### src/rtl/dds_sweep_controller.sv
// dds_sweep_controller
//
// Frequency-sweep sequencer for the DDS frequency control word. It steps the
// control word from a start value toward a stop value in fixed increments.
// Each value is held for (dwell + 1) cycles. Three sweep modes are supported:
// single, repeat (sawtooth) and triangle. The final step is clamped to the
// target, so the control word never wraps past 0 or all-ones.
//
// Handshake: io_start and io_abort are single-cycle requests, sampled on the
// rising clock edge. There is no ready signal.
//   - A start is accepted only in IDLE, and only when abort is low.
//   - Abort is honoured in IDLE and DWELL. It always beats start or a dwell
//     expiry in the same cycle.
//   - io_fcwValid pulses on the cycle after every write to io_fcw.
//
// Ports:
//   clock       rising-edge clock
//   reset       asynchronous active-low reset
//   io_start    sweep start request
//   io_abort    stop the sweep; io_fcw holds its current value
//   io_mode     0 single, 1 repeat, 2 triangle, 3 single
//   io_fStart   first control word
//   io_fStop    final control word
//   io_fStep    step magnitude (0 is treated as 1)
//   io_dwell    hold time per value, in cycles minus 1
//   io_fcw      control word to the DDS
//   io_fcwValid one-cycle pulse after each io_fcw write
//   io_busy     high while sweeping
//   io_done     one-cycle pulse at the end of a single sweep
//   io_state    current FSM state (0 IDLE, 1 DWELL, 2 DONE) for observation
module dds_sweep_controller #(
  parameter int g_accWidth   = 32,
  parameter int g_dwellWidth = 16
) (
  input  logic                    clock,
  input  logic                    reset,
  input  logic                    io_start,
  input  logic                    io_abort,
  input  logic [1:0]              io_mode,
  input  logic [g_accWidth-1:0]   io_fStart,
  input  logic [g_accWidth-1:0]   io_fStop,
  input  logic [g_accWidth-1:0]   io_fStep,
  input  logic [g_dwellWidth-1:0] io_dwell,
  output logic [g_accWidth-1:0]   io_fcw,
  output logic                    io_fcwValid,
  output logic                    io_busy,
  output logic                    io_done,
  output logic [1:0]              io_state
);

  typedef enum logic [1:0] {
    IDLE  = 2'd0,
    DWELL = 2'd1,
    DONE  = 2'd2
  } state_t;

  localparam logic [1:0] MODE_REPEAT   = 2'd1;
  localparam logic [1:0] MODE_TRIANGLE = 2'd2;

  state_t                  state_q, state_n;
  logic [g_accWidth-1:0]   fcw_q, fcw_n;
  logic                    valid_q, valid_n;
  logic                    busy_q, done_q;
  logic [1:0]              mode_q, mode_n;
  logic [g_accWidth-1:0]   start_q, start_n;
  logic [g_accWidth-1:0]   target_q, target_n;
  logic [g_accWidth-1:0]   step_q, step_n;
  logic [g_dwellWidth-1:0] dwell_q, dwell_n;
  logic [g_dwellWidth-1:0] cnt_q, cnt_n;
  logic                    up_q, up_n;

  // Move one step toward the target. The step is compared against the
  // remaining distance, not against the sum, so no addition or subtraction
  // can overflow.
  function automatic logic [g_accWidth-1:0] step_toward(
    input logic [g_accWidth-1:0] cur,
    input logic [g_accWidth-1:0] tgt,
    input logic [g_accWidth-1:0] stp,
    input logic                  up
  );
    logic [g_accWidth-1:0] diff;
    if (up) begin
      diff = tgt - cur;
      step_toward = (diff <= stp) ? tgt : cur + stp;
    end else begin
      diff = cur - tgt;
      step_toward = (diff <= stp) ? tgt : cur - stp;
    end
  endfunction

  always_ff @(posedge clock or negedge reset) begin
    if (!reset) begin
      state_q  <= IDLE;
      fcw_q    <= '0;
      valid_q  <= 1'b0;
      busy_q   <= 1'b0;
      done_q   <= 1'b0;
      mode_q   <= '0;
      start_q  <= '0;
      target_q <= '0;
      step_q   <= '0;
      dwell_q  <= '0;
      cnt_q    <= '0;
      up_q     <= 1'b0;
    end else begin
      state_q  <= state_n;
      fcw_q    <= fcw_n;
      valid_q  <= valid_n;
      busy_q   <= (state_n == DWELL);
      done_q   <= (state_n == DONE);
      mode_q   <= mode_n;
      start_q  <= start_n;
      target_q <= target_n;
      step_q   <= step_n;
      dwell_q  <= dwell_n;
      cnt_q    <= cnt_n;
      up_q     <= up_n;
    end
  end

  always_comb begin
    state_n  = state_q;
    fcw_n    = fcw_q;
    valid_n  = 1'b0;
    mode_n   = mode_q;
    start_n  = start_q;
    target_n = target_q;
    step_n   = step_q;
    dwell_n  = dwell_q;
    cnt_n    = cnt_q;
    up_n     = up_q;

    case (state_q)
      IDLE: begin
        if (io_start && !io_abort) begin
          mode_n   = io_mode;
          start_n  = io_fStart;
          target_n = io_fStop;
          // A zero step would stall the sweep forever.
          step_n   = (io_fStep == '0) ? g_accWidth'(1) : io_fStep;
          dwell_n  = io_dwell;
          fcw_n    = io_fStart;
          valid_n  = 1'b1;
          cnt_n    = io_dwell;
          up_n     = (io_fStop >= io_fStart);
          state_n  = DWELL;
        end
      end

      DWELL: begin
        if (io_abort) begin
          state_n = IDLE;
        end else if (cnt_q != '0) begin
          cnt_n = cnt_q - g_dwellWidth'(1);
        end else if (fcw_q != target_q) begin
          fcw_n   = step_toward(fcw_q, target_q, step_q, up_q);
          valid_n = 1'b1;
          cnt_n   = dwell_q;
        end else begin
          case (mode_q)
            MODE_REPEAT: begin
              fcw_n   = start_q;
              valid_n = 1'b1;
              cnt_n   = dwell_q;
            end
            MODE_TRIANGLE: begin
              // Reverse the sweep and take the first step of the new leg
              // in the same cycle, so the turning point is not held twice.
              start_n  = target_q;
              target_n = start_q;
              up_n     = !up_q;
              fcw_n    = step_toward(fcw_q, start_q, step_q, !up_q);
              valid_n  = 1'b1;
              cnt_n    = dwell_q;
            end
            default: begin
              state_n = DONE;
            end
          endcase
        end
      end

      DONE: begin
        state_n = IDLE;
      end

      default: begin
        state_n = IDLE;
      end
    endcase
  end

  assign io_fcw      = fcw_q;
  assign io_fcwValid = valid_q;
  assign io_busy     = busy_q;
  assign io_done     = done_q;
  assign io_state    = state_q;

endmodule

### config.mk
export PLATFORM = sky130hd
export DESIGN_NAME = dds_sweep_controller
export DESIGN_NICKNAME = d
export VERILOG_FILES = /design/src/rtl/dds_sweep_controller.sv
export SDC_FILE = /design/constraint.sdc
export NUM_CORES = 1
export LEC_CHECK = 0
export ABC_AREA = 0
export BUFFER_PORTS_ARGS = -buffer_cell sky130_fd_sc_hd__buf_2
export CELL_PAD_IN_SITES_DETAIL_PLACEMENT = 1
export CELL_PAD_IN_SITES_GLOBAL_PLACEMENT = 1
export CORE_MARGIN = 1.5
export CORE_UTILIZATION = 51
export CTS_BUF_LIST = sky130_fd_sc_hd__clkbuf_4
export CTS_CLUSTER_DIAMETER = 30
export DETAILED_ROUTE_END_ITERATION = 12
export PLACE_DENSITY = 0.95
export SYNTH_ARGS = -nofsm -noshare
export SYNTH_HDL_FRONTEND = slang
export SYNTH_SLANG_ARGS = --single-unit
### constraint.sdc
create_clock -name clock -period 8.67 [get_ports clock]
set_input_delay 0.867 -clock clock [delete_from_list [all_inputs] [get_ports clock]]
set_output_delay 0.867 -clock clock [all_outputs]
set_load 0.01 [all_outputs]
Yosys cells after proc, flatten, opt, wreduce, memory -nomap -nowiden
Index checks and enable logic that the tools add are counted.
{"block": "op_classes", "n_addsub": 7, "mul": 0, "n_div": 0, "magnitude_cmp": 5, "n_eq_ne": 13, "shifts": 0, "mux": 48, "bitwise": 0, "n_reduce_logical": 12}
{"op": "$mux W32", "count": 20}
{"op": "$pmux W32 S2", "count": 4}
{"op": "$sub A32 B32 Y32", "count": 5}
{"op": "$le A32 B32 Y1", "count": 4}
{"op": "$mux W16", "count": 5}
{"op": "$add A32 B32 Y32", "count": 1}
{"op": "$ge A32 B32 Y1", "count": 1}
{"op": "$logic_not A32 Y1", "count": 1}
{"op": "$ne A32 B32 Y1", "count": 1}
{"op": "$pmux W16 S2", "count": 1}
{"op": "$reduce_bool A16 Y1", "count": 1}
{"op": "$sub A16 B1 Y16 const B", "count": 1}
{"op": "$mux W1", "count": 10}
{"op": "$mux W2", "count": 5}
{"op": "$ne A2 B2 Y1 const B", "count": 5}
{"op": "$eq A2 B1 Y1 const B", "count": 3}
{"op": "$reduce_and A6 Y1", "count": 1}
{"op": "$reduce_and A5 Y1", "count": 1}
{"op": "$eq A2 B2 Y1 const B", "count": 2}
{"op": "$ne A4 B3 Y1 const B", "count": 1}
{"op": "$ne A4 B4 Y1 const B", "count": 1}
{"op": "$pmux W1 S2", "count": 2}
{"op": "$pmux W2 S2", "count": 1}
{"op": "$reduce_and A4 Y1", "count": 1}
{"op": "6 further kinds", "count": 7}
{"block": "word_totals", "regBits": 168, "latchBits": 0, "ram_bits": 0, "rom_bits": 0, "inputBits": 118, "output_inout_bits": 37, "elab_cells": 97, "n_memories": 0}

Depth between registers and ports, before layout
{"block": "depth", "word_depth": 9, "ltp_mapped": 26, "depth_no_buf": 25}

Least setup slack after synthesis
Ideal clock, no wire load.
{"block": "synth_timing", "kind": "flip-flop to flip-flop", "startpoint": "reg fcw_q[1], in the netlist io_fcw[1]", "endpoint": "reg fcw_q[11], in the netlist io_fcw[11]", "setup_time_ns": 0.082, "arrival_ns": 5.771, "required_time_ns": 8.588, "slack_ns": 2.817, "stages_incl_launch_ff": 25, "n_path_buf": 1, "synth_period_minus_slack_ns": 5.853, "path_cell_list": "dfrtp_1 -> inv_1 -> fa_1 -> a21o_1 -> a21oi_1 -> o21bai_1 -> a2111oi_0 -> o31a_1 -> o31a_1 -> o221ai_1 -> a21oi_1 -> o21ai_1 -> xor2_1 -> ha_1 -> nand4_1 -> nor3_1 -> or3b_1 -> a31o_2 -> a21oi_1 -> clkbuf_1 -> nand2_1 -> o21ai_0 -> nor2_1 -> or3_1 -> a31oi_1"}
{"block": "synth_between", "elab_chain_cells": 9, "word_cells_on_any_way": 24, "cone_classes": "add/sub: 6; order compare: 4; eq/ne: 2; mux: 11; reduce/logical: 1"}
{"element": "from (decl)", "line": "61", "rtl": "logic [g_accWidth-1:0] fcw_q, fcw_n;"}
{"element": "from (signal assigned)", "line": "107", "rtl": "fcw_q <= fcw_n;"}
{"element": "$sub A32 B32 Y32, on equally long branches", "line": "83, 86"}
{"element": "$le A32 B32 Y1, on equally long branches", "line": "84, 87"}
{"element": "$mux W32, on equally long branches", "line": "84, 87"}
{"element": "$mux W32", "line": "82", "rtl": "if (up) begin"}
{"element": "$pmux W32 S2", "line": "160", "rtl": "case (mode_q)"}
{"element": "$mux W32", "line": "155", "rtl": "end else if (fcw_q != target_q) begin"}
{"element": "$mux W32", "line": "153", "rtl": "end else if (cnt_q != '0) begin"}
{"element": "$mux W32", "line": "151", "rtl": "if (io_abort) begin"}
{"element": "$pmux W32 S2", "line": "133", "rtl": "case (state_q)"}
Parallel ways exist; a longest one is shown, timed or not. The select of a mux whose other input is x is not followed.
A chain may end at the register's enable or synchronous reset.

Worst setup path after layout
{"block": "layout_timing", "startpoint": "reg fcw_q[1], in the netlist io_fcw[1]", "endpoint": "reg fcw_q[28], in the netlist io_fcw[28]"}
The elaborated chain is that of the path after synthesis.

==> results.sh <==
export IMPL_synth_edf_count=0
export IMPL_leakage_uw=0.0112
export IMPL_area_growth_pct=6.36
export IMPL_first_global_vias=27300
export IMPL_synth_nets=3550
export IMPL_critical_path_class="flop to flop"
export IMPL_synthDistinctLibCells=91
export IMPL_gp_congestion=1.03
export IMPL_slew_headroom=0.133
export IMPL_ios=155
export IMPL_die_height_um=215
export IMPL_cts_buffer_depth=2
export IMPL_first_iter_violations=3101
export IMPL_cts_htree_levels=4
export IMPL_worstPathArrival_ns=8.22
export IMPL_syn_inst=3078
export IMPL_port_buffers=154
export IMPL_start_kind="flop"
export IMPL_vias=26300
export IMPL_syn_avg_cell_area_sq_um=7.44
export IMPL_period_share=0.878
export IMPL_syn_area_sq_um=22900
export IMPL_ir_drop_uv=215
export IMPL_ys_ff_latch=168
export IMPL_clk_pin_slew_ns=0.18
export IMPL_ctsResizeCount=0
export IMPL_drv_cap=0
export IMPL_crit_fanout=14
export IMPL_required_ns=9.27
export IMPL_powerDensity_nw_per_um2=473
export IMPL_yosys_warnings=0
export IMPL_hold_class="input port to async pin"
export IMPL_final_hold_violation_count=0
export IMPL_ant_nets=0
export IMPL_die_x_um=215
export IMPL_synth_seq_area_share=0.184
export IMPL_r2r_slack_ns=1.06
export IMPL_initial_core_util=0.518
export IMPL_cts_setup_buffers=0
export IMPL_layout_common_cells="ha_1 (348), nand2_1 (340), a21oi_1 (311), nor2_1 (250), inv_1 (224)"
export IMPL_core_region_area_sq_um=44200
export IMPL_dr_pass1_iters=8
export IMPL_row_count=77
export IMPL_final_cell_area_sq_um=24400
export IMPL_wl_um=112000
export IMPL_synthArstFlopShare=1.00
export IMPL_cts_tree="done"
export IMPL_fill_cells=5671
export IMPL_postPlaceCellArea_sq_um=24100
export IMPL_tns_ns=0
export IMPL_viasPerCell=7.05
export IMPL_outcome="finished, final reports clean"
export IMPL_rsz0062_at_grt="no"
export IMPL_postCtsHoldBufs=0
export IMPL_worst_setup_path_end_kind="flop"
export IMPL_dp_cells=3697
export IMPL_wl_per_cell_um=29.9
export IMPL_fin_nets=3596
export IMPL_startpoint="io_fcw[1]"
export IMPL_finalNonFillerCells=3734
export IMPL_dpl_worst_slack_ns=1.38
export IMPL_drive_gt1_frac=0.0873
export IMPL_die_area_sq_um=46200
export IMPL_drc=0
export IMPL_setup_viol=0
export IMPL_worstMarginPinSlew_ns=1.30
export IMPL_fin_crit_ns=7.62
export IMPL_setup_ws_ns=1.06
export IMPL_grt_pass1_wl_um=167000
export IMPL_numCtsBuffers=17
export IMPL_synth_ff_type="dfrtp_1"
export IMPL_grt_overflow=0
export IMPL_finalClockSkew_ns=0.0190
export IMPL_layout_commonest_cell="ha_1"
export IMPL_antenna_found_initial=2
export IMPL_whs_ns=0.293
export IMPL_grt_max_degree=106
export IMPL_dp_hpwl_um=88400
export IMPL_cts_sinks=168
export IMPL_r2r_start="io_fcw[1]"
export IMPL_r2r_end="io_fcw[28]"
export IMPL_final_max_slew_viol_count=0
export IMPL_rr_worst_depth=24
export IMPL_fmax_ghz=0.131
export IMPL_critical_path_endpoint="io_fcw[28]"
export IMPL_clk_latency_ns=0.68
export IMPL_root_buffer="clkbuf_4"
export IMPL_grt_use_total=0.473
-- through the flow --
stage / power (uW) / utilization
2_1_floorplan: 7440 / -
3_3_place_gp: 10100 / 0.545
3_5_place_dp: 10600 / 0.545
4_1_cts: 11100 / 0.551
5_1_grt: 12200 / 0.551
6_report: 11500 / 0.551
-- sequential cells by signal (all words and copies together), names as in the netlist --
signal       count
up_q             1
io_fcw          32
mode_q           2
io_done          1
step_q          32
io_fcwValid      1
target_q        32
start_q         32
cnt_q           16
dwell_q         16
io_busy          1
io_state         2
-- how the worst min path moves through the flow --
stage | startpoint | end | slack (ns)
CTS | reset | target_q[24] | 0.32
floorplan | cnt_q[5] | cnt_q[5] | 0.47
detailed placement | dwell_q[12] | dwell_q[12] | 0.50
global route | reset | target_q[24] | 0.38
finish | reset | target_q[24] | 0.29
global placement | dwell_q[5] | dwell_q[5] | 0.48
-- report_power, final --
group | internal (uW) | switching [uW] | total, uW
clock | 124 | 351 | 475
sequential | 964 | 509 | 1470
combinational | 3340 | 6220 | 9560
-- critical path, cell delays in order, from the launching register on --
cell,delay [ns]
dfrtp_1,0.67
inv_1,0.33
fa_1,0.54
a21o_1,0.18
a21oi_1,0.27
o21bai_1,0.14
a2111oi_0,0.84
o31a_1,0.29
o31a_1,0.21
o221ai_1,0.14
a21oi_1,0.27
o21ai_1,0.11
xor2_1,0.18
ha_1,0.32
nand4_1,0.17
nor4_1,0.50
nand2b_1,0.11
a31oi_1,0.47
o21ai_1,0.20
nand2_1,0.56
buf_4,0.34
o221ai_1,0.14
a41oi_1,0.23
a21oi_1,0.10
a32oi_1,0.19
-- per-layer routing --
layer / part of all wire / track usage
met5: 0 / 0
met4: 0.069 / 0.286
met3: 0.11 / 0.120
met2: 0.44 / 0.745
met1: 0.38 / 0.581
-- cells by family (layout without fill, tap and decap cells) --
family,Yosys count,in the layout,share of synthesized area
flip-flops,168,168,0.184
multiplexers,22,22,0.0105
other,0,5,0
AND/OR/NAND/NOR,940,940,0.189
adder cells (fa/ha/maj),354,354,0.195
AO/OA/AOI/OAI,1037,1037,0.292
buffers and inverters,385,444,0.0639
XOR/XNOR,172,172,0.0658
-- synth_stat cells, types with 28 or more instances --
cell      count  area, sq um
a211oi_1     32          240
a21o_1       69          518
a21oi_1     312         1560
a31oi_1      97          607
clkbuf_1    139          522
dfrtp_1     168         4200
ha_1        348         4350
inv_1       224          841
nand2_1     340         1280
nand2b_1     28          175
nand3_1      51          255
nand4_1      68          425
nor2_1      252          946
nor2b_1      39          244
nor3_1       52          260
nor4_1       31          194
o211ai_1     31          233
o21ai_0     195          976
o21bai_1     48          360
xnor2_1     114          998
xor2_1       58          508
-- layout make-up --
| class | instances | area [sq um] | share of cell area |
|---|---|---|---|
| Clock inverter | 14 | 120 | 0.00493 |
| Tap cell | 592 | 741 | 0.0304 |
| Multi-Input combinational cell | 2525 | 17300 | 0.709 |
| Sequential cell | 168 | 4200 | 0.173 |
| Antenna cell | 5 | 12.5 | 0.000514 |
| Timing Repair Buffer | 187 | 1020 | 0.0421 |
| Clock buffer | 18 | 135 | 0.00555 |
| Inverter | 225 | 845 | 0.0347 |
Note: power is estimated with default switching activity, not from simulation.
